$ cat src/rtl/mcu_apb_pkg.sv
// mcu_apb_pkg: shared state type, slave map and base address
// for the MCU APB master.
package mcu_apb_pkg;

  typedef enum logic [1:0] {
    IDLE,
    SETUP,
    ACCESS,
    DERR
  } apb_state_e;

  localparam int SLV_GPO  = 0;
  localparam int SLV_GPI  = 1;
  localparam int SLV_GPIO = 2;
  localparam int SLV_UART = 3;

  localparam logic [15:0] BASE_HI_DEF = 16'h1000;

  function automatic logic [3:0] slv_idx(
    input logic [31:0] a
  );
    return a[15:12];
  endfunction

endpackage

$ cat src/rtl/apb_rr_arb2.sv
// apb_rr_arb2: two-way round-robin arbiter with one-hot grant.
// Pointer resets to "m1 granted last" so m0 wins the first tie.
module apb_rr_arb2 (
  input  logic       clk,
  input  logic       rst_n,
  input  logic [1:0] i_req,
  input  logic       i_en,
  output logic [1:0] o_gnt
);

  logic r_last;

  always_comb begin
    o_gnt = 2'b00;
    if (i_en) begin
      unique case (i_req)
        2'b01:   o_gnt = 2'b01;
        2'b10:   o_gnt = 2'b10;
        2'b11:   o_gnt = r_last ? 2'b01 : 2'b10;
        default: o_gnt = 2'b00;
      endcase
    end
  end

  always_ff @(posedge clk or negedge rst_n) begin
    if (!rst_n) begin
      r_last <= 1'b1;
    end else if (i_en && (|i_req)) begin
      r_last <= o_gnt[1];
    end
  end

endmodule

$ cat src/rtl/apb_bus_arbiter.sv
// apb_bus_arbiter: two-requester round-robin APB master with decode.
// Define APB_TIMEOUT_EN to bound the ACCESS phase to TIMEOUT_CYC.
module apb_bus_arbiter
  import mcu_apb_pkg::*;
#(
  parameter int          ADDR_W      = 32,
  parameter int          DATA_W      = 32,
  parameter int          NUM_SLV     = 4,
  parameter logic [15:0] BASE_HI     = BASE_HI_DEF,
  parameter int          TIMEOUT_CYC = 255
) (
  input  logic                      clk,
  input  logic                      reset,
  input  logic                      m0_req,
  input  logic                      m0_we,
  input  logic [ADDR_W-1:0]         m0_addr,
  input  logic [DATA_W-1:0]         m0_wdata,
  output logic [DATA_W-1:0]         m0_rdata,
  output logic                      m0_ready,
  output logic                      m0_err,
  input  logic                      m1_req,
  input  logic                      m1_we,
  input  logic [ADDR_W-1:0]         m1_addr,
  input  logic [DATA_W-1:0]         m1_wdata,
  output logic [DATA_W-1:0]         m1_rdata,
  output logic                      m1_ready,
  output logic                      m1_err,
  output logic [ADDR_W-1:0]         paddr,
  output logic                      pwrite,
  output logic                      penable,
  output logic [DATA_W-1:0]         pwdata,
  output logic [NUM_SLV-1:0]        psel,
  input  logic [NUM_SLV*DATA_W-1:0] prdata,
  input  logic [NUM_SLV-1:0]        pready,
  input  logic [NUM_SLV-1:0]        pslverr
);

  apb_state_e        r_state;
  logic              r_own;
  logic [1:0]        w_elig;
  logic [1:0]        w_gnt;
  logic              w_we;
  logic              w_valid;
  logic [ADDR_W-1:0] w_addr;
  logic [DATA_W-1:0] w_wdata;
  logic [3:0]        w_idx;
  logic [DATA_W-1:0] w_prd;
  logic              w_rdy;
  logic              w_serr;
  logic              w_tmo;
  logic              w_done;
  logic              w_done_err;
  logic [DATA_W-1:0] w_done_rd;

  // A requester whose ready pulse is showing has just finished.
  assign w_elig = {m1_req & ~m1_ready, m0_req & ~m0_ready};

  apb_rr_arb2 u_arb (
    .clk   (clk),
    .rst_n (reset),
    .i_req (w_elig),
    .i_en  (r_state == IDLE),
    .o_gnt (w_gnt)
  );

  assign w_addr  = w_gnt[1] ? m1_addr  : m0_addr;
  assign w_we    = w_gnt[1] ? m1_we    : m0_we;
  assign w_wdata = w_gnt[1] ? m1_wdata : m0_wdata;
  assign w_idx   = slv_idx(w_addr[31:0]);
  assign w_valid = (w_addr[31:16] == BASE_HI)
                && (32'(w_idx) < NUM_SLV);

  // Selected slave response, steered by the registered one-hot psel.
  always_comb begin
    w_prd  = '0;
    w_rdy  = 1'b0;
    w_serr = 1'b0;
    for (int i = 0; i < NUM_SLV; i++) begin
      if (psel[i]) begin
        w_prd  = prdata[i*DATA_W +: DATA_W];
        w_rdy  = pready[i];
        w_serr = pslverr[i];
      end
    end
  end

`ifdef APB_TIMEOUT_EN
  localparam int CNT_W = $clog2(TIMEOUT_CYC + 1);

  logic [CNT_W-1:0] r_cnt;

  assign w_tmo = (r_state == ACCESS) && !w_rdy
              && (r_cnt == CNT_W'(TIMEOUT_CYC - 1));

  always_ff @(posedge clk or negedge reset) begin
    if (!reset) begin
      r_cnt <= '0;
    end else if (r_state == SETUP) begin
      r_cnt <= '0;
    end else if ((r_state == ACCESS) && !w_rdy) begin
      r_cnt <= r_cnt + 1'b1;
    end
  end
`else
  logic [31:0] w_unused_tmo;

  assign w_tmo        = 1'b0;
  assign w_unused_tmo = TIMEOUT_CYC;
`endif

  always_comb begin
    w_done     = 1'b0;
    w_done_err = 1'b0;
    w_done_rd  = '0;
    unique case (1'b1)
      (r_state == ACCESS) && w_rdy: begin
        w_done     = 1'b1;
        w_done_err = w_serr;
        w_done_rd  = pwrite ? '0 : w_prd;
      end
      w_tmo || (r_state == DERR): begin
        w_done     = 1'b1;
        w_done_err = 1'b1;
      end
      default: ;
    endcase
  end

  always_ff @(posedge clk or negedge reset) begin
    if (!reset) begin
      r_state  <= IDLE;
      r_own    <= 1'b0;
      paddr    <= '0;
      pwrite   <= 1'b0;
      pwdata   <= '0;
      psel     <= '0;
      penable  <= 1'b0;
      m0_ready <= 1'b0;
      m0_err   <= 1'b0;
      m0_rdata <= '0;
      m1_ready <= 1'b0;
      m1_err   <= 1'b0;
      m1_rdata <= '0;
    end else begin
      m0_ready <= 1'b0;
      m0_err   <= 1'b0;
      m1_ready <= 1'b0;
      m1_err   <= 1'b0;
      if (w_done) begin
        psel    <= '0;
        penable <= 1'b0;
        r_state <= IDLE;
        if (r_own) begin
          m1_ready <= 1'b1;
          m1_err   <= w_done_err;
          m1_rdata <= w_done_rd;
        end else begin
          m0_ready <= 1'b1;
          m0_err   <= w_done_err;
          m0_rdata <= w_done_rd;
        end
      end else begin
        unique case (r_state)
          IDLE: begin
            if (|w_gnt) begin
              r_own  <= w_gnt[1];
              paddr  <= w_addr;
              pwrite <= w_we;
              pwdata <= w_wdata;
              if (w_valid) begin
                psel    <= NUM_SLV'(1) << w_idx;
                r_state <= SETUP;
              end else begin
                r_state <= DERR;
              end
            end
          end
          SETUP: begin
            penable <= 1'b1;
            r_state <= ACCESS;
          end
          default: ;
        endcase
      end
    end
  end

endmodule

$ cat config.mk
export PLATFORM = sky130hd
export DESIGN_NAME = apb_bus_arbiter
export DESIGN_NICKNAME = d
export VERILOG_FILES = /design/src/rtl/mcu_apb_pkg.sv /design/src/rtl/apb_rr_arb2.sv /design/src/rtl/apb_bus_arbiter.sv
export SDC_FILE = /design/constraint.sdc
export NUM_CORES = 1
export LEC_CHECK = 0
export BUFFER_PORTS_ARGS = -buffer_cell sky130_fd_sc_hd__buf_2
export CORE_AREA = 2 2 160 162
export CTS_BUF_LIST = sky130_fd_sc_hd__clkbuf_8 sky130_fd_sc_hd__clkbuf_16
export CTS_CLUSTER_DIAMETER = 30
export CTS_CLUSTER_SIZE = 10
export DETAILED_ROUTE_END_ITERATION = 12
export DIE_AREA = 0 0 162 164
export PLACE_DENSITY_LB_ADDON = 0.1
export SYNTH_ARGS = -nofsm -noshare
export SYNTH_HDL_FRONTEND = slang
export SYNTH_SLANG_ARGS = --single-unit
$ cat constraint.sdc
create_clock -name clk -period 2.6 [get_ports clk]
set_input_delay 0.52 -clock clk [delete_from_list [all_inputs] [get_ports clk]]
set_output_delay 0.52 -clock clk [all_outputs]
set_load 0.05 [all_outputs]
# == Word-level counts from Yosys, hierarchy flattened ==
# Index checks and enable logic that the tools add are counted.
# totals
regBits,142
in_bits,270
output_inout_bits,138
# op_classes
magnitude_cmp,1
n_eq_ne,8
n_shift,1
mux,40
n_bitwise,6
n_reduce_logical,17
# op_table
operator,n
2-to-1 mux 32 bit,8
2-to-1 mux 1 bit,20
equality test 16 x 13 -> 1 bit (second input constant),1
2-to-1 mux 4 bit,4
2-to-1 mux 2 bit,5
equality test 2 bit (second input constant),4
nonzero test 2 bit,4
case mux 2 bit (3 select lines),1
AND reduction 2 bit,3
AND reduction 3 bit,2
OR reduction 2 bit,3
equality test 2 x 1 -> 1 bit (second input constant),2
less-than comparator 4 x 3 -> 1 bit (second input constant),1
inverter 1 bit,4
case mux 2 bit (2 select lines),1
left shift 1 x 4 -> 4 bit (first input constant),1
logical AND 1 bit,3
inequality test 3 bit (second input constant),1
nonzero test 3 bit,1
bitwise AND 1 bit,2
logical NOT 2 bit,1
case mux 1 bit (2 select lines),1

# == Depth between registers and ports, before layout ==
# logic_depth
ltp_word,12
depth_mapped,8
depth_no_buf,5

# == Modules after synthesis ==
# A second synthesis with hierarchy kept.
# hier_totals
hier_cells,665
area_unflattened_um2,6895.4
# by_module_without_submodules
module,n_inst,cells_per_inst,area_per_inst_um2,seq_area_each_um2
apb_bus_arbiter,1,657,6832.8,3528.4
apb_rr_arb2,1,8,62.6,26.3

# == Least setup slack after synthesis ==
# Ideal clock, no wire load.
# synth_path
kind,register -> register
startpoint,register psel[1]
endpoint,register m1_rdata[10]
setup_time_ns,0.124
arrival_ns,1.964
required_ns,2.476
slack_ns,0.512
stages_incl_launch_ff,9
cell_sequence,dfrtp_1 > buf_4 > a21oi_2 > a221oi_2 > o21ai_0 > or2_1 > clkbuf_1 > buf_2 > o2bb2ai_1
# synth_between
elab_chain_cells,7
elab_cells_between_ends,12
cone_classes,9 x mux; 3 x reduce/logical
# synth_lines
item,line_no,text
start: declaration,apb_bus_arbiter.sv:32,"output logic [NUM_SLV-1:0] psel,"
start signal: assignment,apb_bus_arbiter.sv:171,psel <= NUM_SLV'(1) << w_idx;
2-to-1 mux 1 bit (3 in a row),apb_bus_arbiter.sv:79,if (psel[i]) begin
logical AND 1 bit,apb_bus_arbiter.sv:116,(r_state == ACCESS) && w_rdy: begin
OR reduction 2 bit (no line),-,
2-to-1 mux 1 bit,apb_bus_arbiter.sv:115,unique case (1'b1)
AND reduction 2 bit (no line),-,
end signal: assignment,apb_bus_arbiter.sv:156,m1_rdata <= w_done_rd;
end: declaration,apb_bus_arbiter.sv:25,"output logic [DATA_W-1:0] m1_rdata,"
# Parallel ways exist; a longest one is shown, timed or not.
# A chain may end at the register's enable or synchronous reset.

# == Worst setup path after layout ==
# layout_path
startpoint,register psel[0]
endpoint,register m1_rdata[29]
# layout_between
elab_chain_cells,8
elab_cells_between_ends,14
cone_classes,11 x mux; 3 x reduce/logical
# layout_lines
item,line_no
2-to-1 mux 1 bit (4 in a row),apb_bus_arbiter.sv:79
logical AND 1 bit,apb_bus_arbiter.sv:116
OR reduction 2 bit (no line),-
2-to-1 mux 1 bit,apb_bus_arbiter.sv:115
AND reduction 2 bit (no line),-
# Parallel ways exist; a longest one is shown, timed or not.

==> key figures <==
Outcome
  – Status: complete, no violations

Timing
  – Slew HR: 0.353
  – Tmin final: 2.16 ns
  – Max-slew violations: 0
  – Final setup violation count: 0
  – RSZ-0062 raised after global routing: no
  – Fin Setup TNS: 0 ns
  – Final hold vios: 0
  – Least-Margin Pin Slew: 0.966 ns
  – Peak Freq: 463 MHz
  – Clock skew after layout: 0.0103 ns
  – Fin crit share: 0.832
  – Hold Slack: 0.381 ns

Placed design
  – Port bufs: 407
  – Placer Congestion: 0.803
  – Hpwl dp: 19300 um

Clocking
  – Root Buffer: clkbuf_16
  – Clk buf depth: 2
  – Post_cts resized: 0
  – CTS tree: yes
  – H-tree levels: 4
  – Worst skew pair latency: 0.42 ns
  – Clock slew at reported path FFs: 0.07 ns
  – Sinks on Clock Net: 142
  – Clock buffer count from CTS: 17

Layout
  – Final Util: 0.398
  – Synth-to-layout area growth: 43.2%
  – FILL cells: 2594
  – Final nets: 1318
  – Share of cells above drive strength 1: 0.439

Setup path
  – Flop2flop setup slack: 0.44 ns
  – Setup CP Type: register to register
  – CP arrival: 2.50 ns
  – Buf+Inv Stages, Crit Path: 1
  – Worst path cell trace: nor2b_2 > buf_4 > a221oi_1 > nor3_1 > a21oi_1 > o2bb2ai_1
  – Reg-to-reg startpoint: psel[0]
  – CP max FO: 20
  – FF-to-FF End: m1_rdata[29]
  – CP endpoint kind: register
  – CP top delay family: simple AND/OR/NAND/NOR gates
  – Slowest-stage cell, CP: nor2b_2
  – Worst path required time: 2.93 ns
  – CP startpoint kind: register
  – Cell count along the critical path: 6
  – FF-to-FF path depth: 6
  – CP max stage delay: 0.80 ns

Global route
  – First-pass GRT wire length: 38400 um
  – Overflow after GRT: 0
  – Largest net degree at the start of global routing: 78
  – Initial antenna violation count: 4
  – Vias in the first global route: 6740
  – Total track usage: 0.189

Drt
  – Pre-Repair DR Iteration Count: 6
  – Drt total wl: 25100 um
  – Initial drt markers: 206
  – Final ANT Viol Nets: 0
  – Vias: 6514
  – Drt via density: 4.68
  – DR WL/cell: 18.0 um
  – Remaining DRCs: 0

Floorplanning
  – Die height: 164 um
  – Die ar.: 0.0266 mm^2
  – Initial core utilization: 0.278
  – Die Wd: 162 um
  – # rows: 58
  – Io pins: 408
  – Core ar.: 0.0248 mm^2

Power
  – Total power: 0.00945 W
  – PwrDens: 956 mW/mm^2
  – Peak VDD IR: 0.502 mV
  – Lkg Pwr: 5.35 nW

Logic synthesis
  – Gate Count Post-Synth: 664
  – Mapped Area: 0.00691 mm^2
  – Sequential fraction of the synthesis area: 0.515
  – Synth Warn #: 0
  – Mapped Nets: 934
  – Post-synth EDFFs: 0
  – FFs w/ async S/R, synth: 1.00
  – Syn_area_per_cell: 10.4 um^2
  – Register bit total from synthesis: 142
  – Netlist cell types: 39
  – Post-synth top flop: dfrtp_1

Worst hold path
  – Worst Hold End: pwdata[1]
  – Hold Crit Start: m1_wdata[1]
  – Hold Path Cell Cnt: 3
  – Hold Path Class: input pin to register

Flow run
  – MaxCap Viol Count: 0
power breakdown:
group	leakage, nW	total [W]	internal (W)	switching, W
sequential	1.86	0.00305	0.00275	0.000302
combinational	3.19	0.00389	0.000977	0.00292
clock	0.294	0.00250	0.00151	0.000994
total	5.35	0.00945	0.00524	0.00421
routing by layer:
layer | track usage | part of all wire | up-vias
li1 | - | - | 3213
met1 | 0.229 | 0.41 | 2990
met2 | 0.322 | 0.49 | 276
met3 | 0.0543 | 0.078 | 33
met4 | 0.0652 | 0.023 | 2
met5 | 0 | 0.00052 | -
flip-flops by register name, indices dropped and copies added, names as in the netlist, 2 cells and up:
name,flops
m0_rdata,32
m1_rdata,32
paddr,32
pwdata,32
psel,4
r_state,2
cell usage in the layout (no fill, tap or decap), types with 33 or more instances in the layout:
master	netlist	routed
o2bb2ai_1	64	64
nor3_1	34	34
a21oi_1	33	33
a221oi_1	33	33
mux2i_1	70	70
nand2_1	77	76
nor2b_1	35	34
buf_2	9	406
dfrtp_1	141	139
o21ai_0	70	70
cells in the mapped netlist, drive strengths merged, types with 23 or more instances:
library cell  number  share of area
dfrtp            141           0.51
o21ai             72          0.053
mux2i             70           0.10
nor2b             35          0.032
buf               23          0.023
a21oi             34          0.025
a221oi            34          0.044
o2bb2ai           64          0.081
clkbuf            38          0.021
nand2             77          0.042
nor3              34          0.025
worst min-delay path: cells and delay by family:
kind	cells	cell delay (ns)
buffers and inverters	1	0.07
muxes	1	0.05
AOI/OAI and AO/OA	1	0.13
through the flow:
step | area (um^2) | cells | setup slack, ns
after CTS | 9890 | 1391 | 0.412
after global placement | 9280 | 1358 | 0.460
final | 9890 | 1392 | 0.438
after detailed placement | 9280 | 1358 | 0.434
after floorplan | 6910 | 664 | 0.512
after global routing | 9890 | 1392 | 0.156
area by class of cell:
cell class / instances / area, um^2 / area share
antenna: 1 / 2.50 / 0.000253
sequential: 142 / 3560 / 0.360
clock buffer: 17 / 425 / 0.0430
timing repair buffer: 426 / 2250 / 0.228
tap: 330 / 413 / 0.0418
inverter: 5 / 18.8 / 0.00190
clock inverter: 15 / 173 / 0.0175
multi-input combinational: 456 / 3050 / 0.308
cell families (layout without fill, tap and decap cells):
kind of cell    after synthesis  in the layout  synth area share
flops                       142            142             0.515
buf+inv                      66            463            0.0471
mux                          71             71             0.103
other cells                   0              1                 0
compound gates              208            208             0.208
simple gates                177            177             0.127
worst max-delay path by stage:
stage | startpoint | end | slack [ns]
floorplan | psel[1] | m1_rdata[10] | 0.51
global placement | psel[0] | m1_rdata[26] | 0.46
detailed placement | psel[1] | m1_rdata[4] | 0.43
CTS | psel[1] | m0_rdata[2] | 0.41
global route | psel[0] | m0_rdata[28] | 0.16
finish | psel[0] | m1_rdata[29] | 0.44
timing repair:
action,CTS,global route
setup endpoints to repair,0,0
setup buffers,0,0
hold buffers,1,0
hold endpoints to repair,3,0
Note: power is estimated with default switching activity, not from simulation.
